File: config.mk
export PLATFORM = sky130hd
export DESIGN_NAME = regfile_scoreboard
export DESIGN_NICKNAME = d
export VERILOG_FILES = /design/src/rtl/regfile_scoreboard_pkg.sv /design/src/rtl/regfile_scoreboard_read_port.sv /design/src/rtl/regfile_scoreboard.sv
export SDC_FILE = /design/constraint.sdc
export NUM_CORES = 2
export LEC_CHECK = 0
export BUFFER_PORTS_ARGS = -buffer_cell sky130_fd_sc_hd__buf_2
export CORE_ASPECT_RATIO = 1.2
export CORE_MARGIN = 3
export CORE_UTILIZATION = 50
export DETAILED_ROUTE_END_ITERATION = 16
export HOLD_SLACK_MARGIN = 0.08
export PLACE_DENSITY_LB_ADDON = 0.05
export SLEW_MARGIN = 20
export SYNTH_ARGS = -nofsm -noshare
export SYNTH_HDL_FRONTEND = slang
export SYNTH_SLANG_ARGS = --single-unit
File: constraint.sdc
create_clock -name clk -period 5.75 [get_ports clk]
set_input_delay 0.2875 -clock clk [delete_from_list [all_inputs] [get_ports clk]]
set_output_delay 0.2875 -clock clk [all_outputs]
set_load 0.1 [all_outputs]
File: src/rtl/regfile_scoreboard_pkg.sv
// Shared constants and helpers for the register file with busy scoreboard.
package regfile_scoreboard_pkg;

  localparam int ADDR_WIDTH_DEF = 5;
  localparam int DATA_WIDTH_DEF = 32;
  // Widest busy vector the popcount helper accepts (ADDR_WIDTH up to 8).
  localparam int MAX_DEPTH      = 256;

  // Low bit of port 'port' inside a packed multi-port bus of 'width'-bit lanes.
  function automatic int unsigned slice_lo(input int unsigned port, input int unsigned width);
    return port * width;
  endfunction

  // Number of set bits; callers zero-extend narrower busy vectors.
  function automatic int unsigned popcount(input logic [MAX_DEPTH-1:0] v);
    int unsigned n;
    n = 0;
    for (int i = 0; i < MAX_DEPTH; i++) begin
      n += 32'(v[i]);
    end
    return n;
  endfunction

endpackage

File: src/rtl/regfile_scoreboard_read_port.sv
// One combinational read port: zero-register masking, write-back bypass
// and busy masking applied on top of the raw array value.
module regfile_read_port
  import regfile_scoreboard_pkg::*;
#(
  parameter int ADDR_WIDTH = ADDR_WIDTH_DEF,
  parameter int DATA_WIDTH = DATA_WIDTH_DEF,
  parameter int ZERO_REG   = 1,
  parameter int BYPASS     = 1
) (
  input  logic [ADDR_WIDTH-1:0] raddr,
  input  logic [DATA_WIDTH-1:0] rf_data,
  input  logic                  busy_bit,
  input  logic                  wen,
  input  logic [ADDR_WIDTH-1:0] waddr,
  input  logic [DATA_WIDTH-1:0] wdata,
  output logic [DATA_WIDTH-1:0] rdata,
  output logic                  rd_busy
);

  localparam bit ZR = (ZERO_REG != 0);
  localparam bit BP = (BYPASS != 0);

  logic is_zero;
  logic wr_hit;

  // Select array data, forwarded write data or hardwired zero for this port.
  always_comb begin
    is_zero = ZR && (raddr == '0);
    wr_hit  = BP && wen && (waddr == raddr);
    rdata   = rf_data;
    rd_busy = busy_bit;
    if (is_zero) begin
      rdata   = '0;
      rd_busy = 1'b0;
    end else if (wr_hit) begin
      rdata   = wdata;
      rd_busy = 1'b0;
    end
  end

endmodule

File: src/rtl/regfile_scoreboard.sv
// Register file with per-register busy scoreboard for the single-issue core.
// Decode allocates destinations, write-back writes data and clears busy.
//
// Allocation handshake: alloc_valid/alloc_addr are offered by decode; the
// request is taken on a posedge where alloc_valid && alloc_ready. alloc_ready
// is combinational and may depend on alloc_valid, alloc_addr, wen, waddr and
// flush; decode must hold its request (or retry) while alloc_ready is low.
module regfile_scoreboard
  import regfile_scoreboard_pkg::*;
#(
  parameter int ADDR_WIDTH = ADDR_WIDTH_DEF,
  parameter int DATA_WIDTH = DATA_WIDTH_DEF,
  parameter int NR_READ    = 2,
  parameter int ZERO_REG   = 1,
  parameter int BYPASS     = 1
) (
  input  logic                             clk,
  input  logic                             rst,
  input  logic [NR_READ*ADDR_WIDTH-1:0]    raddr,
  output logic [NR_READ*DATA_WIDTH-1:0]    rdata,
  output logic [NR_READ-1:0]               rd_busy,
  input  logic                             wen,
  input  logic [ADDR_WIDTH-1:0]            waddr,
  input  logic [DATA_WIDTH-1:0]            wdata,
  input  logic                             alloc_valid,
  input  logic [ADDR_WIDTH-1:0]            alloc_addr,
  output logic                             alloc_ready,
  input  logic                             flush,
  output logic [ADDR_WIDTH:0]              busy_cnt,
  output logic                             err_wb_unalloc
);

  localparam int DEPTH = 1 << ADDR_WIDTH;
  localparam int CNT_W = ADDR_WIDTH + 1;
  localparam bit ZR    = (ZERO_REG != 0);

  logic [DATA_WIDTH-1:0] rf_q [DEPTH];
  logic [DATA_WIDTH-1:0] rf_d [DEPTH];
  logic [DEPTH-1:0]      busy_q, busy_d;
  logic [CNT_W-1:0]      busy_cnt_q, busy_cnt_d;
  logic                  err_q, err_d;

  logic                  wr_zero;
  logic                  alloc_zero;
  logic                  wr_eff;
  logic [MAX_DEPTH-1:0]  busy_ext;

  // Read ports: each sees the raw array word and busy bit at its address.
  for (genvar i = 0; i < NR_READ; i++) begin : g_rd
    logic [ADDR_WIDTH-1:0] a;
    assign a = raddr[slice_lo(i, ADDR_WIDTH) +: ADDR_WIDTH];

    regfile_read_port #(
      .ADDR_WIDTH (ADDR_WIDTH),
      .DATA_WIDTH (DATA_WIDTH),
      .ZERO_REG   (ZERO_REG),
      .BYPASS     (BYPASS)
    ) u_port (
      .raddr    (a),
      .rf_data  (rf_q[a]),
      .busy_bit (busy_q[a]),
      .wen      (wen),
      .waddr    (waddr),
      .wdata    (wdata),
      .rdata    (rdata[slice_lo(i, DATA_WIDTH) +: DATA_WIDTH]),
      .rd_busy  (rd_busy[i])
    );
  end

  // Accept an allocation when the target is free or is being freed this cycle.
  always_comb begin
    alloc_ready = alloc_valid && !flush &&
                  (!busy_q[alloc_addr] || (wen && (waddr == alloc_addr)));
  end

  // Next array, busy vector, count and error flag; later rules override earlier.
  always_comb begin
    wr_zero    = ZR && (waddr == '0);
    alloc_zero = ZR && (alloc_addr == '0);
    wr_eff     = wen && !wr_zero;
    rf_d       = rf_q;
    busy_d     = busy_q;
    err_d      = err_q;
    if (wr_eff) begin
      rf_d[waddr]   = wdata;
      busy_d[waddr] = 1'b0;
      if (!busy_q[waddr] && !flush) begin
        err_d = 1'b1;
      end
    end
    if (alloc_ready && !alloc_zero) begin
      busy_d[alloc_addr] = 1'b1;
    end
    if (flush) begin
      busy_d = '0;
    end
    if (rst) begin
      for (int r = 0; r < DEPTH; r++) begin
        rf_d[r] = '0;
      end
      busy_d = '0;
      err_d  = 1'b0;
    end
    busy_ext              = '0;
    busy_ext[DEPTH-1:0]   = busy_d;
    busy_cnt_d            = CNT_W'(popcount(busy_ext));
  end

  // State registers; reset is folded into the next-state logic above.
  always_ff @(posedge clk) begin
    rf_q       <= rf_d;
    busy_q     <= busy_d;
    busy_cnt_q <= busy_cnt_d;
    err_q      <= err_d;
  end

  assign busy_cnt       = busy_cnt_q;
  assign err_wb_unalloc = err_q;

endmodule

# After elaboration in Yosys (flattened, before gate mapping)
# Cells that the tools add are included.
[totals]
reg_bits = 1063
output_inout_bits = 74
input_bits = 57
word_cells = 140
[classes]
order_cmp = 10
reduce_logical = 22
n_eq_ne = 3
bitwise_logic = 6
addsub = 31
n_mux = 33
[ops]
columns = ["operator", "n"]
rows = [
  ["$bwmux W1024", 1],
  ["$mux W32", 13],
  ["$bmux W32 S5", 2],
  ["$demux W32 S5", 1],
  ["$add A6 B1 Y6", 26],
  ["$and A32 B32 Y32", 1],
  ["$not A32 Y32", 1],
  ["$or A32 B32 Y32", 1],
  ["$lt A5 B6 Y1 const B", 4],
  ["$bmux W1 S5", 4],
  ["$logic_not A5 Y1", 4],
  ["$ge A6 B6 Y1 const B", 3],
  ["$not A5 Y6", 3],
  ["$eq A5 B5 Y1", 3],
  ["$logic_and A1 B1 Y1", 11],
  ["$demux W1 S5", 2],
  ["$ge A5 B1 Y1 const B", 2],
  ["$mux W1", 10],
  ["$add A5 B1 Y6", 1],
  ["$lt A6 B1 Y1 const B", 1],
  ["$add A4 B1 Y5", 1],
  ["$logic_not A1 Y1", 5],
  ["$add A3 B1 Y4", 1],
  ["$add A2 B1 Y3", 1],
  ["3 further kinds", 3],
]

# Depth between registers and ports, before layout
[logic_depth]
depth_word = 42
mapped_depth = 24
depth_no_buf = 21

# By module
# From an unflattened synthesis, not the netlist that was laid out.
[hier_totals]
cells_unflattened = 6191
hier_area_um2 = 56096.3
[modules_own_cells]
columns = ["mod", "cells_per_inst", "seq_area_each_um2", "n_inst", "area_per_inst_um2"]
rows = [
  ["regfile_scoreboard", 5939, 21280.4, 1, 54539.8],
  ["regfile_read_port", 126, 0.0, 2, 778.2],
]

# Least setup slack after synthesis
# Ideal clock, no wire load.
[synth_path]
path_type = "input-to-reg"
from = "input port alloc_addr[1]"
to = "register busy_cnt_q[4], in the netlist busy_cnt[4]"
t_arrival_ns = 5.643
slack_ns = -0.011
stages = 24
required_time_ns = 5.632
setup_ns = 0.118
path_buffers = 3
path_cell_list = "buf_4 -> buf_6 -> mux2i_1 -> o22ai_1 -> nor4_1 -> o21a_1 -> buf_4 -> a32oi_1 -> fa_1 -> fa_1 -> inv_1 -> fa_1 -> fa_1 -> fa_1 -> inv_1 -> fa_1 -> inv_1 -> ha_1 -> inv_1 -> fa_1 -> inv_1 -> a21o_1 -> a21oi_1 -> xnor2_1"
[synth_between]
elab_chain_len = 40
word_cells_on_any_way = 50
classes_between = "31 x add/sub; 2 x order compare; 1 x eq/ne; 7 x mux; 1 x bitwise; 8 x reduce/logical"
[synth_lines]
columns = ["item", "line_no", "rtl"]
rows = [
  ["start: declaration", "regfile_scoreboard.sv:26", "input logic [ADDR_WIDTH-1:0] alloc_addr,"],
  ["branches (longest 6 deep; another with $lt A5 B6 Y1)", "n/a", ""],
  ["$mux W32 *", "regfile_scoreboard.sv:91", "if (alloc_ready && !alloc_zero) begin"],
  ["$mux W32 *", "regfile_scoreboard.sv:94", "if (flush) begin"],
  ["$mux W32 *", "regfile_scoreboard.sv:97", "if (rst) begin"],
  ["$add A1 B1 Y2", "regfile_scoreboard_pkg.sv:19", "n += 32'(v[i]);"],
  ["$add A2 B1 Y3", "regfile_scoreboard_pkg.sv:19", ""],
  ["$add A3 B1 Y4", "regfile_scoreboard_pkg.sv:19", ""],
  ["$add A4 B1 Y5", "regfile_scoreboard_pkg.sv:19", ""],
  ["$add A5 B1 Y6", "regfile_scoreboard_pkg.sv:19", ""],
  ["$add A6 B1 Y6 (25 in series)", "regfile_scoreboard_pkg.sv:19", ""],
  ["$add A6 B1 Y6 *", "regfile_scoreboard_pkg.sv:19", ""],
  ["named net busy_cnt_d[4]", "regfile_scoreboard.sv:40", "logic [CNT_W-1:0] busy_cnt_q, busy_cnt_d;"],
  ["end signal: assignment", "regfile_scoreboard.sv:113", "busy_cnt_q <= busy_cnt_d;"],
  ["end: declaration", "regfile_scoreboard.sv:40", ""],
]
# Mark *: on every way through the listed nets, which the timed path passes. The select of a mux whose other input is x is not followed.
# A chain may end at the register's enable or synchronous reset.

# Worst setup path after layout
[layout_path]
from = "register busy_q[11]"
to = "register busy_cnt_q[4], in the netlist busy_cnt[4]"
[layout_between]
elab_chain_len = 40
word_cells_on_any_way = 43
classes_between = "31 x add/sub; 6 x mux; 2 x bitwise; 4 x reduce/logical"
[layout_lines]
columns = ["item", "line_no", "rtl"]
rows = [
  ["start: declaration", "regfile_scoreboard.sv:39", "logic [DEPTH-1:0] busy_q, busy_d;"],
  ["start signal: assignment", "regfile_scoreboard.sv:112", "busy_q <= busy_d;"],
  ["$bmux W1 S5", "regfile_scoreboard.sv:73", "(!busy_q[alloc_addr] || (wen && (waddr == alloc_addr)));"],
  ["$mux W1 (implied by the code)", "regfile_scoreboard.sv:73", ""],
  ["$logic_not A1 Y1", "regfile_scoreboard.sv:73", ""],
  ["$logic_or A1 B1 Y1", "regfile_scoreboard.sv:73", ""],
  ["$logic_and A1 B1 Y1", "regfile_scoreboard.sv:72", "alloc_ready = alloc_valid && !flush &&"],
  ["$logic_and A1 B1 Y1", "regfile_scoreboard.sv:91", ""],
  ["$mux W32 *", "regfile_scoreboard.sv:91", ""],
  ["$mux W32 *", "regfile_scoreboard.sv:94", ""],
  ["$mux W32 *", "regfile_scoreboard.sv:97", ""],
  ["$add A1 B1 Y2", "regfile_scoreboard_pkg.sv:19", ""],
  ["$add A2 B1 Y3", "regfile_scoreboard_pkg.sv:19", ""],
  ["$add A3 B1 Y4", "regfile_scoreboard_pkg.sv:19", ""],
  ["$add A4 B1 Y5", "regfile_scoreboard_pkg.sv:19", ""],
  ["$add A5 B1 Y6", "regfile_scoreboard_pkg.sv:19", ""],
  ["$add A6 B1 Y6 (25 in series)", "regfile_scoreboard_pkg.sv:19", ""],
  ["$add A6 B1 Y6 *", "regfile_scoreboard_pkg.sv:19", ""],
  ["named net busy_cnt_d[4]", "regfile_scoreboard.sv:40", ""],
]
# The timed path passes the listed nets; every way through them passes the cells marked *. The select of a mux whose other input is x is not followed.

==> impl_metrics.toml <==
[cells_and_area]
drive_gt1_frac = 0.190
fillers = 10100
design_area_sq_um = 62300
final_cells = 7706
multi_input_area_sq_um = 32400
syn2layout_area_growth_pct = 9.76
nNetsFinal = 6206
seqCellArea_sq_um = 21300
final_core_util = 0.557

[synthesis]
synth_common_cells = "1,908 x nand2_1, 1,063 x dfxtp_1, 1,014 x a21oi_1"
synth_cell_types = 76
synth-async-reset-ratio = 0
yosys_warnings = 0
ys.flop_type = "dfxtp_1"
ys_seq_area_frac = 0.375
synth_seq_cells = 1063
syn-num-nets = 6410
syn_area_sq_um = 56700
syn_area_per_cell_sq_um = 8.97
yosysTopAreaCell = "dfxtp_1"
synth_area_leaders = "dfxtp_1 38%, mux4_2 19%, nand2_1 13%"
synth.most_common_cell = "nand2_1"
netlist_instances = 6322
yosysTopAreaCellShare = 0.375
synth-edff-count = 0

[sta]
tightest_slew_ps = 1290
rsz0062_at_grt = "yes"
slew_headroom = 0.141
slew_viol_final = 0
hold_viol_final = 0
fmax_mhz = 177
min_period_ps = 5640
setup_viol = 0
finClkSkew_ps = 11.9
period_share = 0.981
timing.hold.ws_ps = 130

[run]
cap_violations = 0

[global_route]
grt-ovfl-total = 0
antenna_found_initial = 16
grtUsageTotal = 0.403
grt_pass1_wl_um = 345000
grt_max_degree = 131
grt_pass1_vias = 48100

[cts]
clkLatencyLatePin_ps = 730
clkTransAtPathRegs_ps = 70
max-clock-path-buffers = 3
htree_levels = 3
cts.sinks = 1063
root_buffer = "clkbuf_16"
cts_tree = "yes"
cts_made_buffers = 114

[status]
status = "finished with violations"
violations = "design-rule violations"

[setup_path]
required_ps = 6360
worstSetupEndpointType = "register"
reg2reg_slack_ps = 110
crit_type = "reg2reg"
start_kind = "register"
worstReg2RegEnd = "busy_cnt[4]"
worstPathArrival_ps = 6250
critPathMaxFanout = 4
timing.rr.start = "busy_q[11]"
worstRegToRegCells = 23

[detailed_routing]
drtIter0Drc = 7969
wirelength_um = 244000
drc = 2
via_per_inst = 6.71
first_pass_iters = 14
vias = 51700
ant_nets = 0
wl_per_cell_um = 31.6

[power]
seq_power_share = 0.438
comb_power_share = 0.109
switching_power_mw = 4.65
p_sw_frac = 0.273
p_int_mw = 12.4
powerDensity_nw_per_um2 = 273
vdd_ir_drop_max_mv = 0.283
leakage_nw = 21.0
clkPwrFrac = 0.453

[floorplanning]
design.core.area_sq_um = 112000
boundaryPins = 131
die_h_um = 375
num_rows = 134
dieWidth_um = 313
initial_core_util = 0.507
die-area_sq_um = 118000

[hold_path]
min_to = "rf_q[956]"
hold_depth = 3
hold_start = "wdata[28]"
hp-class = "in2reg"

[place]
dp_hpwl_um = 136000
port_buffers = 130
placed_area_sq_um = 58200
dpl.cell_count = 7480
gp_congestion = 0.883
cells by family (layout without fill, tap and decap cells):
logic type	after synthesis	in the layout	share of synthesized area
XOR/XNOR	18	18	0.00278
AO/OA/AOI/OAI	1322	1322	0.133
other	0	10	0
multiplexers	808	808	0.251
flip-flops	1063	1063	0.375
adder cells (fa/ha/maj)	31	31	0.0100
buffers and inverters	718	596	0.0602
AND/OR/NAND/NOR	2362	2362	0.168
worst max path at each step:
stage                             start          end  slack (ps)
after global routing         busy_q[11]  busy_cnt[4]        -130
final                        busy_q[11]  busy_cnt[4]         110
after detailed placement  alloc_addr[4]  busy_cnt[4]        -420
after CTS                     busy_q[7]  busy_cnt[4]          10
after floorplan           alloc_addr[4]  busy_cnt[4]         0.8
after global placement    alloc_addr[4]  busy_cnt[4]        -420
worst max-delay path, cell delays in order, from the launching register on:
cell and delay, ps:
dfxtp_1 340, mux2i_1 90, o22ai_2 240, nor4_2 90, o21a_2 240, buf_12 140, buf_12 120, a32oi_1 240
fa_1 490, fa_1 510, inv_1 50, fa_1 570, fa_1 460, fa_1 490, inv_1 50, fa_1 430
inv_1 70, ha_2 170, inv_1 50, fa_2 340, inv_1 60, a21o_1 100, a21oi_1 70, xnor2_1 120
stage by stage:
stage | setup WS, ps | total power [mW] | setup TNS, ps
2_1_floorplan | 0.818 | 8.86 | 0
3_3_place_gp | -419 | 9.40 | -1430
3_5_place_dp | -421 | 9.41 | -1440
4_1_cts | 14.5 | 17.0 | 0
5_1_grt | -127 | 17.4 | -270
6_report | 110 | 17.0 | 0
state kept, by name (all words and copies together), names as in the netlist:
name            count
busy_cnt            6
busy_q             32
err_wb_unalloc      1
rf_q             1024
cell type report:
| type | count | share of cell area |
|---|---|---|
| antenna | 10 | 0.000402 |
| clock buffer | 168 | 0.0544 |
| clock inverter | 30 | 0.00673 |
| inverter | 30 | 0.00193 |
| multi-input combinational | 4541 | 0.520 |
| sequential | 1063 | 0.342 |
| tap | 1496 | 0.0301 |
| timing repair buffer | 368 | 0.0442 |
metal layers:
metal | wire length (um) | vias to the layer above | track usage | share of wire
met3 | 30900 | 781 | 0.110 | 0.13
met4 | 14500 | 10 | 0.213 | 0.059
met2 | 106000 | 3541 | 0.600 | 0.44
li1 | - | 21900 | - | -
met1 | 92000 | 25500 | 0.534 | 0.38
met5 | 67 | - | 0.00124 | 0.00027
power groups by stage:
stage,clock network [mW],registers [mW],logic [mW]
3_5_place_dp,0,7.62,1.79
3_3_place_gp,0,7.61,1.79
6_report,7.71,7.45,1.85
2_1_floorplan,0,7.62,1.24
5_1_grt,8.02,7.46,1.89
4_1_cts,7.75,7.45,1.80
repair_timing:
item                       in CTS  in global routing
pin swaps                       1                 10
setup buffers                   0                  5
hold endpoints to repair       56                  0
resized for setup               2                 13
setup endpoints to repair       1                  4
hold buffers                   10                  0
gates cloned                    0                  1
placed cells by master (no fill, tap or decap), drive strengths merged, types with 9 or more instances in the layout:
cell / instances
o32ai: 9
nor2b: 39
nor3: 45
o21ai: 11
a221oi: 23
dfxtp: 1063
mux2: 47
nand3: 193
bufinv: 10
diode: 10
xnor2: 10
nand2: 1908
buf: 357
a21oi: 1014
o221ai: 36
a32o: 32
mux4: 485
clkinv: 14
o22ai: 67
o211ai: 23
mux2i: 276
fa: 24
a22o: 18
a32oi: 10
inv: 33
a22oi: 31
nand3b: 9
dlygate4sd3: 10
a211oi: 9
nor2: 112
clkbuf: 169
(Power assumes the default switching activity.)
